==> src/rtl/a5_1_pkg.sv <==
// a5_1_pkg: shared constants, register map and FSM state type for the A5/1 keystream engine
package a5_1_pkg;
  localparam int R1_LEN = 19;
  localparam int R2_LEN = 22;
  localparam int R3_LEN = 23;
  localparam int R1_CLK = 8;
  localparam int R2_CLK = 10;
  localparam int R3_CLK = 10;
  localparam logic [R1_LEN-1:0] R1_TAPS = 19'h7_2000;
  localparam logic [R2_LEN-1:0] R2_TAPS = 22'h30_0000;
  localparam logic [R3_LEN-1:0] R3_TAPS = 23'h70_0080;
  localparam int KEY_CYC = 64;
  localparam int FRAME_CYC = 22;
  localparam int MIX_CYC = 100;
  localparam int GEN_CYC = 32;
  localparam logic [2:0] OFF_KEY_LO = 3'd0;
  localparam logic [2:0] OFF_KEY_HI = 3'd1;
  localparam logic [2:0] OFF_FRAME = 3'd2;
  localparam logic [2:0] OFF_CTRL = 3'd3;
  localparam logic [2:0] OFF_STREAM = 3'd4;
  typedef enum logic [2:0] {S_IDLE, S_KEY, S_FRAME, S_MIX, S_GEN, S_READY} state_t;
  function automatic logic [31:0] merge(input logic [31:0] old, input logic [31:0] din, input logic [3:0] sel);
    for (int i = 0; i < 4; i++) merge[8*i+:8] = sel[i] ? din[8*i+:8] : old[8*i+:8];
  endfunction
endpackage

==> src/rtl/a5_1_wrapper_if.sv <==
// a5_1_wrapper_if: Wishbone slave bundle between the management CPU and the keystream engine
interface a5_1_wrapper_if;
  logic wbs_stb_i;
  logic wbs_cyc_i;
  logic wbs_we_i;
  logic [3:0] wbs_sel_i;
  logic [31:0] wbs_dat_i;
  logic [31:0] wbs_adr_i;
  logic wbs_ack_o;
  logic [31:0] wbs_dat_o;
  modport master(output wbs_stb_i, wbs_cyc_i, wbs_we_i, wbs_sel_i, wbs_dat_i, wbs_adr_i, input wbs_ack_o, wbs_dat_o);
  modport slave(input wbs_stb_i, wbs_cyc_i, wbs_we_i, wbs_sel_i, wbs_dat_i, wbs_adr_i, output wbs_ack_o, wbs_dat_o);
endinterface

==> src/rtl/a5_1_core.sv <==
// a5_1_core: three A5/1 LFSRs with key/frame loading, mixing and 32-bit keystream word generation
module a5_1_core
  import a5_1_pkg::*;
(
  input  logic        clk,
  input  logic        rst,
  input  logic        start,
  input  logic        next,
  input  logic [63:0] key,
  input  logic [21:0] frame,
  output logic [31:0] word,
  output logic        busy,
  output logic        valid
);
  state_t state, state_n;
  logic [6:0] cnt, cnt_n, len;
  logic [R1_LEN-1:0] r1, r1_n, s1, m1;
  logic [R2_LEN-1:0] r2, r2_n, s2, m2;
  logic [R3_LEN-1:0] r3, r3_n, s3, m3;
  logic [63:0] src;
  logic [31:0] sh, sh_n, word_n;
  logic in_bit, maj, ob, last, valid_n;
  assign s1 = {r1[R1_LEN-2:0], ^(r1 & R1_TAPS)};
  assign s2 = {r2[R2_LEN-2:0], ^(r2 & R2_TAPS)};
  assign s3 = {r3[R3_LEN-2:0], ^(r3 & R3_TAPS)};
  assign maj = (r1[R1_CLK] & r2[R2_CLK]) | (r1[R1_CLK] & r3[R3_CLK]) | (r2[R2_CLK] & r3[R3_CLK]);
  assign m1 = r1[R1_CLK] == maj ? s1 : r1;
  assign m2 = r2[R2_CLK] == maj ? s2 : r2;
  assign m3 = r3[R3_CLK] == maj ? s3 : r3;
  assign ob = m1[R1_LEN-1] ^ m2[R2_LEN-1] ^ m3[R3_LEN-1];
  assign src = state == S_KEY ? key : {42'b0, frame};
  assign in_bit = src[cnt[5:0]];
  assign len = state == S_KEY ? 7'(KEY_CYC) : state == S_FRAME ? 7'(FRAME_CYC) : state == S_MIX ? 7'(MIX_CYC) : 7'(GEN_CYC);
  assign last = cnt == len - 7'd1;
  assign busy = state == S_KEY || state == S_FRAME || state == S_MIX || state == S_GEN;
  always_comb begin
    state_n = state;
    cnt_n = busy ? (last ? 7'd0 : cnt + 7'd1) : cnt;
    r1_n = r1;
    r2_n = r2;
    r3_n = r3;
    sh_n = sh;
    word_n = word;
    valid_n = valid;
    case (state)
      S_KEY, S_FRAME: begin
        r1_n = s1 ^ R1_LEN'(in_bit);
        r2_n = s2 ^ R2_LEN'(in_bit);
        r3_n = s3 ^ R3_LEN'(in_bit);
        state_n = !last ? state : state == S_KEY ? S_FRAME : S_MIX;
      end
      S_MIX: begin
        {r1_n, r2_n, r3_n} = {m1, m2, m3};
        state_n = last ? S_GEN : state;
      end
      S_GEN: begin
        {r1_n, r2_n, r3_n} = {m1, m2, m3};
        sh_n = {sh[30:0], ob};
        word_n = last ? sh_n : word;
        valid_n = last;
        state_n = last ? S_READY : state;
      end
      S_READY: begin
        state_n = next ? S_GEN : state;
        valid_n = !next;
      end
      default: ;
    endcase
    if (start) begin
      {r1_n, r2_n, r3_n} = '0;
      cnt_n = '0;
      valid_n = 1'b0;
      state_n = S_KEY;
    end
  end
  always_ff @(posedge clk) begin
    if (rst) begin
      state <= S_IDLE;
      cnt <= '0;
      {r1, r2, r3} <= '0;
      sh <= '0;
      word <= '0;
      valid <= 1'b0;
    end else begin
      state <= state_n;
      cnt <= cnt_n;
      {r1, r2, r3} <= {r1_n, r2_n, r3_n};
      sh <= sh_n;
      word <= word_n;
      valid <= valid_n;
    end
  end
endmodule

==> src/rtl/a5_1_wrapper.sv <==
// a5_1_wrapper: user-project wrapper exposing the A5/1 engine over Wishbone, pads and logic analyzer
module a5_1_wrapper
  import a5_1_pkg::*;
#(
  parameter logic [31:0] BASE_ADDR = 32'h3000_0000,
  parameter int MPRJ_IO_PADS = 38
) (
  input  logic                    wb_clk_i,
  input  logic                    wb_rst_i,
  a5_1_wrapper_if.slave           wb,
  input  logic [31:0]             la_data_in,
  input  logic [31:0]             la_oen,
  output logic [31:0]             la_data_out,
  input  logic [MPRJ_IO_PADS-1:0] io_in,
  output logic [MPRJ_IO_PADS-1:0] io_out,
  output logic [MPRJ_IO_PADS-1:0] io_oeb,
  input  logic                    active
);
  logic ack, req, hit, wr, start, next, busy, valid;
  logic [2:0] off;
  logic [31:0] dat, rdata, word;
  logic [63:0] key;
  logic [21:0] frame;
  logic unused_ok;
  assign unused_ok = ^{la_data_in, la_oen, io_in, wb.wbs_adr_i[1:0]};
  assign req = wb.wbs_stb_i & wb.wbs_cyc_i & ~ack;
  assign off = wb.wbs_adr_i[4:2];
  assign hit = wb.wbs_adr_i[31:5] == BASE_ADDR[31:5] && off <= OFF_STREAM;
  assign wr = req & wb.wbs_we_i & hit;
  assign start = wr && off == OFF_CTRL && wb.wbs_sel_i[0] && wb.wbs_dat_i[0];
  assign next = req && !wb.wbs_we_i && hit && off == OFF_STREAM && valid;
  assign rdata = !hit ? '0 : off == OFF_KEY_LO ? key[31:0] : off == OFF_KEY_HI ? key[63:32] :
                 off == OFF_FRAME ? {10'b0, frame} : off == OFF_CTRL ? {30'b0, busy, valid} : word;
  always_ff @(posedge wb_clk_i) begin
    if (wb_rst_i) begin
      ack <= 1'b0;
      dat <= '0;
      key <= '0;
      frame <= '0;
    end else begin
      ack <= req;
      dat <= req ? rdata : '0;
      if (wr && off == OFF_KEY_LO) key[31:0] <= merge(key[31:0], wb.wbs_dat_i, wb.wbs_sel_i);
      if (wr && off == OFF_KEY_HI) key[63:32] <= merge(key[63:32], wb.wbs_dat_i, wb.wbs_sel_i);
      if (wr && off == OFF_FRAME) frame <= 22'(merge({10'b0, frame}, wb.wbs_dat_i, wb.wbs_sel_i));
    end
  end
  a5_1_core u_core (
    .clk(wb_clk_i),
    .rst(wb_rst_i),
    .start(start),
    .next(next),
    .key(key),
    .frame(frame),
    .word(word),
    .busy(busy),
    .valid(valid)
  );
  // The harness sees nothing from an unselected project; internal state is untouched.
  assign wb.wbs_ack_o = active & ack;
  assign wb.wbs_dat_o = active ? dat : '0;
  assign la_data_out = active ? word : '0;
  assign io_out = active ? MPRJ_IO_PADS'({busy, valid}) << 8 : '0;
  assign io_oeb = active ? ~(MPRJ_IO_PADS'(2'b11) << 8) : '1;
endmodule

==> src/flat_wrapper.sv <==
// flat-port wrapper written by rule: the top's interface ports become plain ports
module a5_1_wrapper_flat import a5_1_pkg::*;
#(
  parameter logic [31:0] BASE_ADDR = 32'h3000_0000,
  parameter int MPRJ_IO_PADS = 38
)
  (wb_clk_i, wb_rst_i, la_data_in, la_oen, la_data_out, io_in, io_out, io_oeb, active, wb_wbs_stb_i, wb_wbs_cyc_i, wb_wbs_we_i, wb_wbs_sel_i, wb_wbs_dat_i, wb_wbs_adr_i, wb_wbs_ack_o, wb_wbs_dat_o);
  a5_1_wrapper_if wb_i ();
  input  logic wb_clk_i;
  input  logic wb_rst_i;
  input  logic [31:0] la_data_in;
  input  logic [31:0] la_oen;
  output logic [31:0] la_data_out;
  input  logic [MPRJ_IO_PADS-1:0] io_in;
  output logic [MPRJ_IO_PADS-1:0] io_out;
  output logic [MPRJ_IO_PADS-1:0] io_oeb;
  input  logic active;
  input wire logic [$bits(wb_i.wbs_stb_i)-1:0] wb_wbs_stb_i;
  input wire logic [$bits(wb_i.wbs_cyc_i)-1:0] wb_wbs_cyc_i;
  input wire logic [$bits(wb_i.wbs_we_i)-1:0] wb_wbs_we_i;
  input wire logic [$bits(wb_i.wbs_sel_i)-1:0] wb_wbs_sel_i;
  input wire logic [$bits(wb_i.wbs_dat_i)-1:0] wb_wbs_dat_i;
  input wire logic [$bits(wb_i.wbs_adr_i)-1:0] wb_wbs_adr_i;
  output wire logic [$bits(wb_i.wbs_ack_o)-1:0] wb_wbs_ack_o;
  output wire logic [$bits(wb_i.wbs_dat_o)-1:0] wb_wbs_dat_o;
  assign wb_i.wbs_stb_i = wb_wbs_stb_i;
  assign wb_i.wbs_cyc_i = wb_wbs_cyc_i;
  assign wb_i.wbs_we_i = wb_wbs_we_i;
  assign wb_i.wbs_sel_i = wb_wbs_sel_i;
  assign wb_i.wbs_dat_i = wb_wbs_dat_i;
  assign wb_i.wbs_adr_i = wb_wbs_adr_i;
  assign wb_wbs_ack_o = wb_i.wbs_ack_o;
  assign wb_wbs_dat_o = wb_i.wbs_dat_o;
  a5_1_wrapper #(.BASE_ADDR(BASE_ADDR), .MPRJ_IO_PADS(MPRJ_IO_PADS)) u_core (.wb_clk_i(wb_clk_i), .wb_rst_i(wb_rst_i), .wb(wb_i), .la_data_in(la_data_in), .la_oen(la_oen), .la_data_out(la_data_out), .io_in(io_in), .io_out(io_out), .io_oeb(io_oeb), .active(active));
endmodule
==> config.mk <==
export PLATFORM = sky130hd
export DESIGN_NAME = a5_1_wrapper_flat
export DESIGN_NICKNAME = d
export VERILOG_FILES = /design/src/rtl/a5_1_pkg.sv /design/src/rtl/a5_1_wrapper_if.sv /design/src/rtl/a5_1_core.sv /design/src/rtl/a5_1_wrapper.sv /design/src/flat_wrapper.sv
export SDC_FILE = /design/constraint.sdc
export NUM_CORES = 1
export LEC_CHECK = 0
export CORE_MARGIN = 8
export CORE_UTILIZATION = 50
export CTS_BUF_LIST = sky130_fd_sc_hd__clkbuf_8
export CTS_CLUSTER_SIZE = 16
export DETAILED_ROUTE_END_ITERATION = 10
export PLACE_DENSITY = 0.82
export SYNTH_ARGS = -nofsm -noshare
export SYNTH_HDL_FRONTEND = slang
export SYNTH_SLANG_ARGS = --single-unit
==> constraint.sdc <==
create_clock -name wb_clk_i -period 3.81 [get_ports wb_clk_i]
set_input_delay 0.5715 -clock wb_clk_i [delete_from_list [all_inputs] [get_ports wb_clk_i]]
set_output_delay 0.5715 -clock wb_clk_i [all_outputs]
set_load 0.01 [all_outputs]
==> results of run 1 <==
## final cells by class
type	instances	area, um2	share of cell area, %
Multi-Input combinational cell	1060	6110	43.3
Clock buffer	50	688	4.87
Clock inverter	18	110	0.780
Tap cell	319	399	2.83
Timing Repair Buffer	173	1650	11.7
Sequential cell	257	5140	36.4
Inverter	5	18.8	0.133
## per-layer routing
layer  global-route usage (%)  part of all wire (%)
met5                        0                     0
met4                     9.57                   3.6
met3                     6.23                    10
met2                     34.1                    45
met1                     27.5                    41
## registers in the layout (all words and copies together), names as in the netlist
name                 flops
u_core.ack               1
u_core.dat              32
u_core.frame            22
u_core.key              64
u_core.u_core.cnt        7
u_core.u_core.r1        19
u_core.u_core.r2        22
u_core.u_core.r3        23
u_core.u_core.sh        31
u_core.u_core.state      3
u_core.u_core.valid      1
u_core.u_core.word      32
## worst max-delay path by stage
stage	slack [ns]	to	depth (start not counted)
2_1_floorplan	1.07	u_core.u_core.word[13]$_SDFFE_PP0P_	14
3_3_place_gp	0.43	u_core.key[6]$_SDFFE_PP0P_	8
3_5_place_dp	0.38	u_core.key[30]$_SDFFE_PP0P_	8
4_1_cts	0.61	u_core.u_core.word[12]$_SDFFE_PP0P_	10
5_1_grt	0.41	u_core.u_core.word[16]$_SDFFE_PP0P_	10
6_report	0.56	u_core.u_core.word[12]$_SDFFE_PP0P_	10
## per-stage QoR
step	utilization [%]	area (um2)	hold WS, ns	cells	total power (W)
floorplan	-	12200	0.432	1488	0.00292
global placement	56.8	13300	0.437	1814	0.00299
detailed placement	56.8	13300	0.444	1814	0.00299
CTS	60.2	14100	0.419	1882	0.00528
global route	60.2	14100	0.446	1882	0.00542
finish	60.2	14100	0.447	1882	0.00526
## synth_stat cells, types with 4 or more instances
library cell / count / area share, %
a211oi_1: 5 / 0.31
a21oi_1: 131 / 5.5
a221oi_1: 6 / 0.44
a22oi_1: 33 / 2.1
and2_1: 67 / 3.5
buf_1: 4 / 0.13
buf_2: 9 / 0.38
buf_4: 74 / 4.7
clkbuf_1: 78 / 2.5
dfxtp_1: 257 / 43
ha_1: 7 / 0.73
inv_1: 5 / 0.16
mux2_2: 15 / 1.4
mux2i_1: 109 / 9.2
mux4_2: 10 / 1.9
nand2_1: 297 / 9.4
nand2b_1: 9 / 0.47
nand3b_1: 4 / 0.25
nand4_1: 6 / 0.31
nor2_1: 148 / 4.7
nor2b_1: 9 / 0.47
nor4_1: 12 / 0.63
o211ai_1: 21 / 1.3
o21ai_0: 24 / 1.0
xnor2_1: 13 / 0.95
xor2_1: 11 / 0.81
## cell families (layout without fill, tap and decap cells)
kind of cell             Yosys count  count (layout)  synth area share, %
multiplexers                     136             136                 12.8
AO/OA/AOI/OAI                    245             245                 12.4
XOR/XNOR                          24              24                 1.76
AND/OR/NAND/NOR                  575             575                 21.1
buffers and inverters            171             246                 7.87
other                              2              72               0.0630
flip-flops                       257             257                 43.2
adder cells (fa/ha/maj)            8               8                0.819
## worst register-to-register path, cell delays in order, from the launching register on
cell and delay (ns):
dfxtp_1 0.57, nand2b_1 0.22, inv_1 0.17, nand2b_1 0.14
ha_1 0.32, xor2_1 0.18, nand4_1 0.11, or3_1 0.52
or2_2 0.58, nand2_1 0.19, a21oi_1 0.08
## power breakdown
group | internal, W | switching [W]
sequential | 0.00269 | 0.000000219
clock | 0.00125 | 0.00107
combinational | 0.0000927 | 0.000158
==> reports/qor.yml, run 1 <==
netlist_area_um2: 11900
hold_buffers: 0
wl_um: 33100
final-setup-viol-count: 0
r2r_start: "u_core.u_core.state[1]$_SDFFE_PP0P_"
initial_core_util_pct: 50.8
cts_setup_buffers: 0
track_usage_pct: 21.8
synth.avg_cell_area_um2: 8.41
cts_max_path_buffers: 3
p_per_area_nw_per_um2: 372
finClkSkew_ns: 0.0520
holdPathStages: 2
cpMaxStageDelayCell: "dfxtp_1"
hp-class: "reg2reg"
cts-root-buf: "clkbuf_8"
rrSetupSlack_ns: 0.56
worstMarginPinSlew_ns: 0.963
path_max_fanout: 32
async_flop_share_pct: 0
maxSlewViolCount: 0
dp_slack_ns: 0.383
clk-insertion-delay-late_ns: 0.57
numCtsBuffers: 41
fin_ws_ns: 0.561
synth_edf_count: 0
syn_inst: 1418
reg2reg_to: "u_core.u_core.word[12]$_SDFFE_PP0P_"
maxCapViolations: 0
start_kind: "register"
final-hold-violation-count: 0
cts_num_sinks: 257
ys_ff_latch: 257
rows: 56
grt_pass1_vias: 9762
ant_nets: 0
io_pins: 317
cts.repair.resized: 0
dieArea_um2: 29000
cp_top_family: "simple AND/OR/NAND/NOR gates"
remaining_drc_errors: 0
path_cells: "nand2b_1 -> inv_1 -> nand2b_1 -> ha_1 -> xor2_1 -> nand4_1 -> or3_1 -> or2_2 -> nand2_1 -> a21oi_1"
ys_warn_count: 0
antenna_found_initial: 0
h-tree-depth: 2
post-dp-hpwl_um: 23400
final_cell_mix: "297 x nand2_1, 257 x dfxtp_1, 146 x nor2_1"
final.setup.tns_ns: 0
yosysUniqueCellTypes: 59
crit_buf_inv: 1
grt_setup_unrepaired: "no"
worst_path_largest_cell_delay_ns: 0.57
min_to: "u_core.u_core.r1[11]$_SDFFE_PP0P_"
drtIter0Drc: 915
fill_cells: 2044
post-route-period-util_pct: 85.3
via_per_inst: 5.47
chipWidth_um: 170
numPortBuffers: 140
dieHeight_um: 170
fmax_mhz: 308
status: "complete, no violations"
gr-total-overflow: 0
grt_max_degree: 116
cp_common_cell: "nand2b_1"
worstSetupPathType: "reg2reg"
synthToLayoutAreaGrowth_pct: 18.5
wl_per_cell_um: 17.6
grt_pass1_wl_um: 50900
drive_gt1_share_pct: 8.13
vias: 10299
final_common_cell: "nand2_1"
path_clk_slew_ns: 0.06
end_kind: "register"
arrival_ns: 3.63
crit_path_start: "u_core.u_core.state[1]$_SDFFE_PP0P_"
p_leak_nw: 5.60
worstPathRequired_ns: 4.19
synth-seq-area-share_pct: 43.2
place.gp.congestion: 0.966
hp-start: "u_core.u_core.r1[10]$_SDFFE_PP0P_"
core_area_um2: 23500
final_nets: 1721
reg2regPathDepth: 10
slew-limit-headroom_pct: 35.8
ys.flop_type: "dfxtp_1"
drt_pass1_iterations: 8
layout_min_cycle_time_ns: 3.25
cts_tree: "built"
vdd_drop_max_uv: 188
antenna_cells: 0
Power figures use the tool's default switching activity.
==> inputs of run 2 (changes only) <==
- CORE_MARGIN: 8 -> 1
==> reports/qor.yml, run 2 (synthesis gave the netlist of run 1 again) <==
fmax_mhz: 314  # was 308 MHz
end_kind: "register"  # unchanged
p_per_area_nw_per_um2: 408  # was 372 nW/um2
dieArea_um2: 24500  # was 29000 um2
slew-limit-headroom_pct: 42.6  # was 35.8%
hp-class: "in2reg"  # was reg2reg
grt_pass1_vias: 9557  # was 9762
post-dp-hpwl_um: 21400  # was 23400 um
h-tree-depth: 2  # unchanged
drive_gt1_share_pct: 8.67  # was 8.13%
dp.cells: 1812  # was 1814
grt_pass1_wl_um: 49300  # was 50900 um
place_area_um2: 13300  # about the same
maxCapViolations: 0  # unchanged
vias: 10307  # was 10299
status: "complete, no violations"  # unchanged
core_area_um2: 23400  # was 23500 um2
final_common_cell: "nand2_1"  # unchanged
remaining_drc_errors: 0  # unchanged
wl_um: 31500  # was 33100 um
vdd_drop_max_uv: 215  # was 188 uV
layout_min_cycle_time_ns: 3.18  # was 3.25 ns
worstSetupPathType: "reg2reg"  # unchanged
dieHeight_um: 156  # was 170 um
cts_tree: "built"  # unchanged
clk-insertion-delay-late_ns: 0.57  # about the same
place.gp.congestion: 0.971  # was 0.966
fin_ws_ns: 0.628  # was 0.561 ns
post-route-period-util_pct: 83.5  # was 85.3%
post-route-util_pct: 61.3  # was 60.2%
drt_pass1_iterations: 6  # was 8
hp-start: "wb_rst_i"  # was u_core.u_core.r1[10]$_SDFFE_PP0P_
chipWidth_um: 156  # was 170 um
start_kind: "register"  # unchanged
r2r_start: "u_core.u_core.state[2]$_SDFFE_PP0P_"  # was u_core.u_core.state[1]$_SDFFE_PP0P_
cts_num_sinks: 257  # unchanged
dp_slack_ns: 0.400  # was 0.383 ns
final-setup-viol-count: 0  # unchanged
initial_core_util_pct: 50.9  # was 50.8%
ant_nets: 0  # unchanged
largest-register: "u_core.key"  # unchanged
rows: 56  # unchanged
final-hold-violation-count: 0  # unchanged
worstMarginPinSlew_ns: 0.858  # was 0.963 ns
numPortBuffers: 140  # unchanged
final.setup.tns_ns: 0  # unchanged
cts_setup_buffers: 0  # unchanged
cts-root-buf: "clkbuf_8"  # unchanged
path_max_fanout: 32  # unchanged
largest_register_ffs: 64  # unchanged
final_area_um2: 14300  # was 14100 um2
synthToLayoutAreaGrowth_pct: 20.3  # was 18.5%
wl_per_cell_um: 16.7  # was 17.6 um
io_pins: 317  # unchanged
reg_top3: "u_core.key: 64 flops, u_core.dat: 32 flops, u_core.u_core.word: 32 flops"  # unchanged
worstPathRequired_ns: 4.20  # was 4.19 ns
grt_setup_unrepaired: "no"  # unchanged
final_cell_mix: "297 x nand2_1, 257 x dfxtp_1, 146 x nor2_1"  # unchanged
maxSlewViolCount: 0  # unchanged
stdcell_count: 1887  # was 1882
finClkSkew_ns: 0.0502  # was 0.0520 ns
cts_max_path_buffers: 3  # unchanged
p_leak_nw: 5.68  # was 5.60 nW
track_usage_pct: 25.5  # was 21.8%
numCtsBuffers: 42  # was 41
cts.repair.resized: 0  # unchanged
gr-total-overflow: 0  # unchanged
grt_max_degree: 124  # was 116
via_per_inst: 5.46  # was 5.47
crit_path_start: "u_core.u_core.state[2]$_SDFFE_PP0P_"  # was u_core.u_core.state[1]$_SDFFE_PP0P_
antenna_cells: 0  # unchanged
antenna_found_initial: 1  # was 0
path_clk_slew_ns: 0.07  # was 0.06 ns
arrival_ns: 3.57  # was 3.63 ns
final_nets: 1720  # was 1721
drtIter0Drc: 951  # was 915
hold_buffers: 0  # unchanged
run 2: layer usage:
layer | wire, um | global-route usage, % | vias to the layer above
li1 | - | - | 4899
met1 | 13000 | 31.4 | 4852
met2 | 14900 | 42.9 | 475
met3 | 2700 | 5.54 | 81
met4 | 1000 | 10.8 | 0
met5 | 0 | 0 | -
run 2: area by class of cell:
cell class,instances,area [um2]
fill,1957,9060
multi-input combinational,1060,6110
sequential,257,5140
timing repair buffer,171,1640
clock buffer,55,757
tap,319,399
clock inverter,20,275
inverter,5,18.8
run 2: metrics by stage:
| stage | total power (W) | hold WS, ns |
|---|---|---|
| finish | 0.00586 | 0.398 |
| global route | 0.00603 | 0.428 |
| CTS | 0.00588 | 0.390 |
| detailed placement | 0.00299 | 0.445 |
| global placement | 0.00299 | 0.437 |
| floorplan | 0.00292 | 0.432 |
run 2: worst paths after layout:
path                                                       endpoint  slack (ns)  depth (start not counted)
worst max-delay path            u_core.u_core.word[14]$_SDFFE_PP0P_        0.63                         10
worst min-delay path                   u_core.frame[1]$_SDFFE_PP0P_        0.40                          2
worst min register to register     u_core.u_core.r3[7]$_SDFFE_PP0P_        0.43                          2
worst max register to register  u_core.u_core.word[14]$_SDFFE_PP0P_        0.63                         10
run 2: critical path: stages, from the launching register on:
cell and delay [ns]:
dfxtp_1 0.61, nand2b_1 0.27, inv_1 0.11, nand2b_1 0.16, ha_1 0.27, xor2_1 0.14, nand4_1 0.11, or3_1 0.52
or2_2 0.58, nand2_1 0.16, a21oi_1 0.07
run 2: report_power, final:
part	leakage (nW)	switching [W]	internal, W
Sequential	2.07	0.000000330	0.00269
Combinational	3.06	0.000153	0.0000934
Clock	0.554	0.00115	0.00177
Total	5.68	0.00130	0.00455
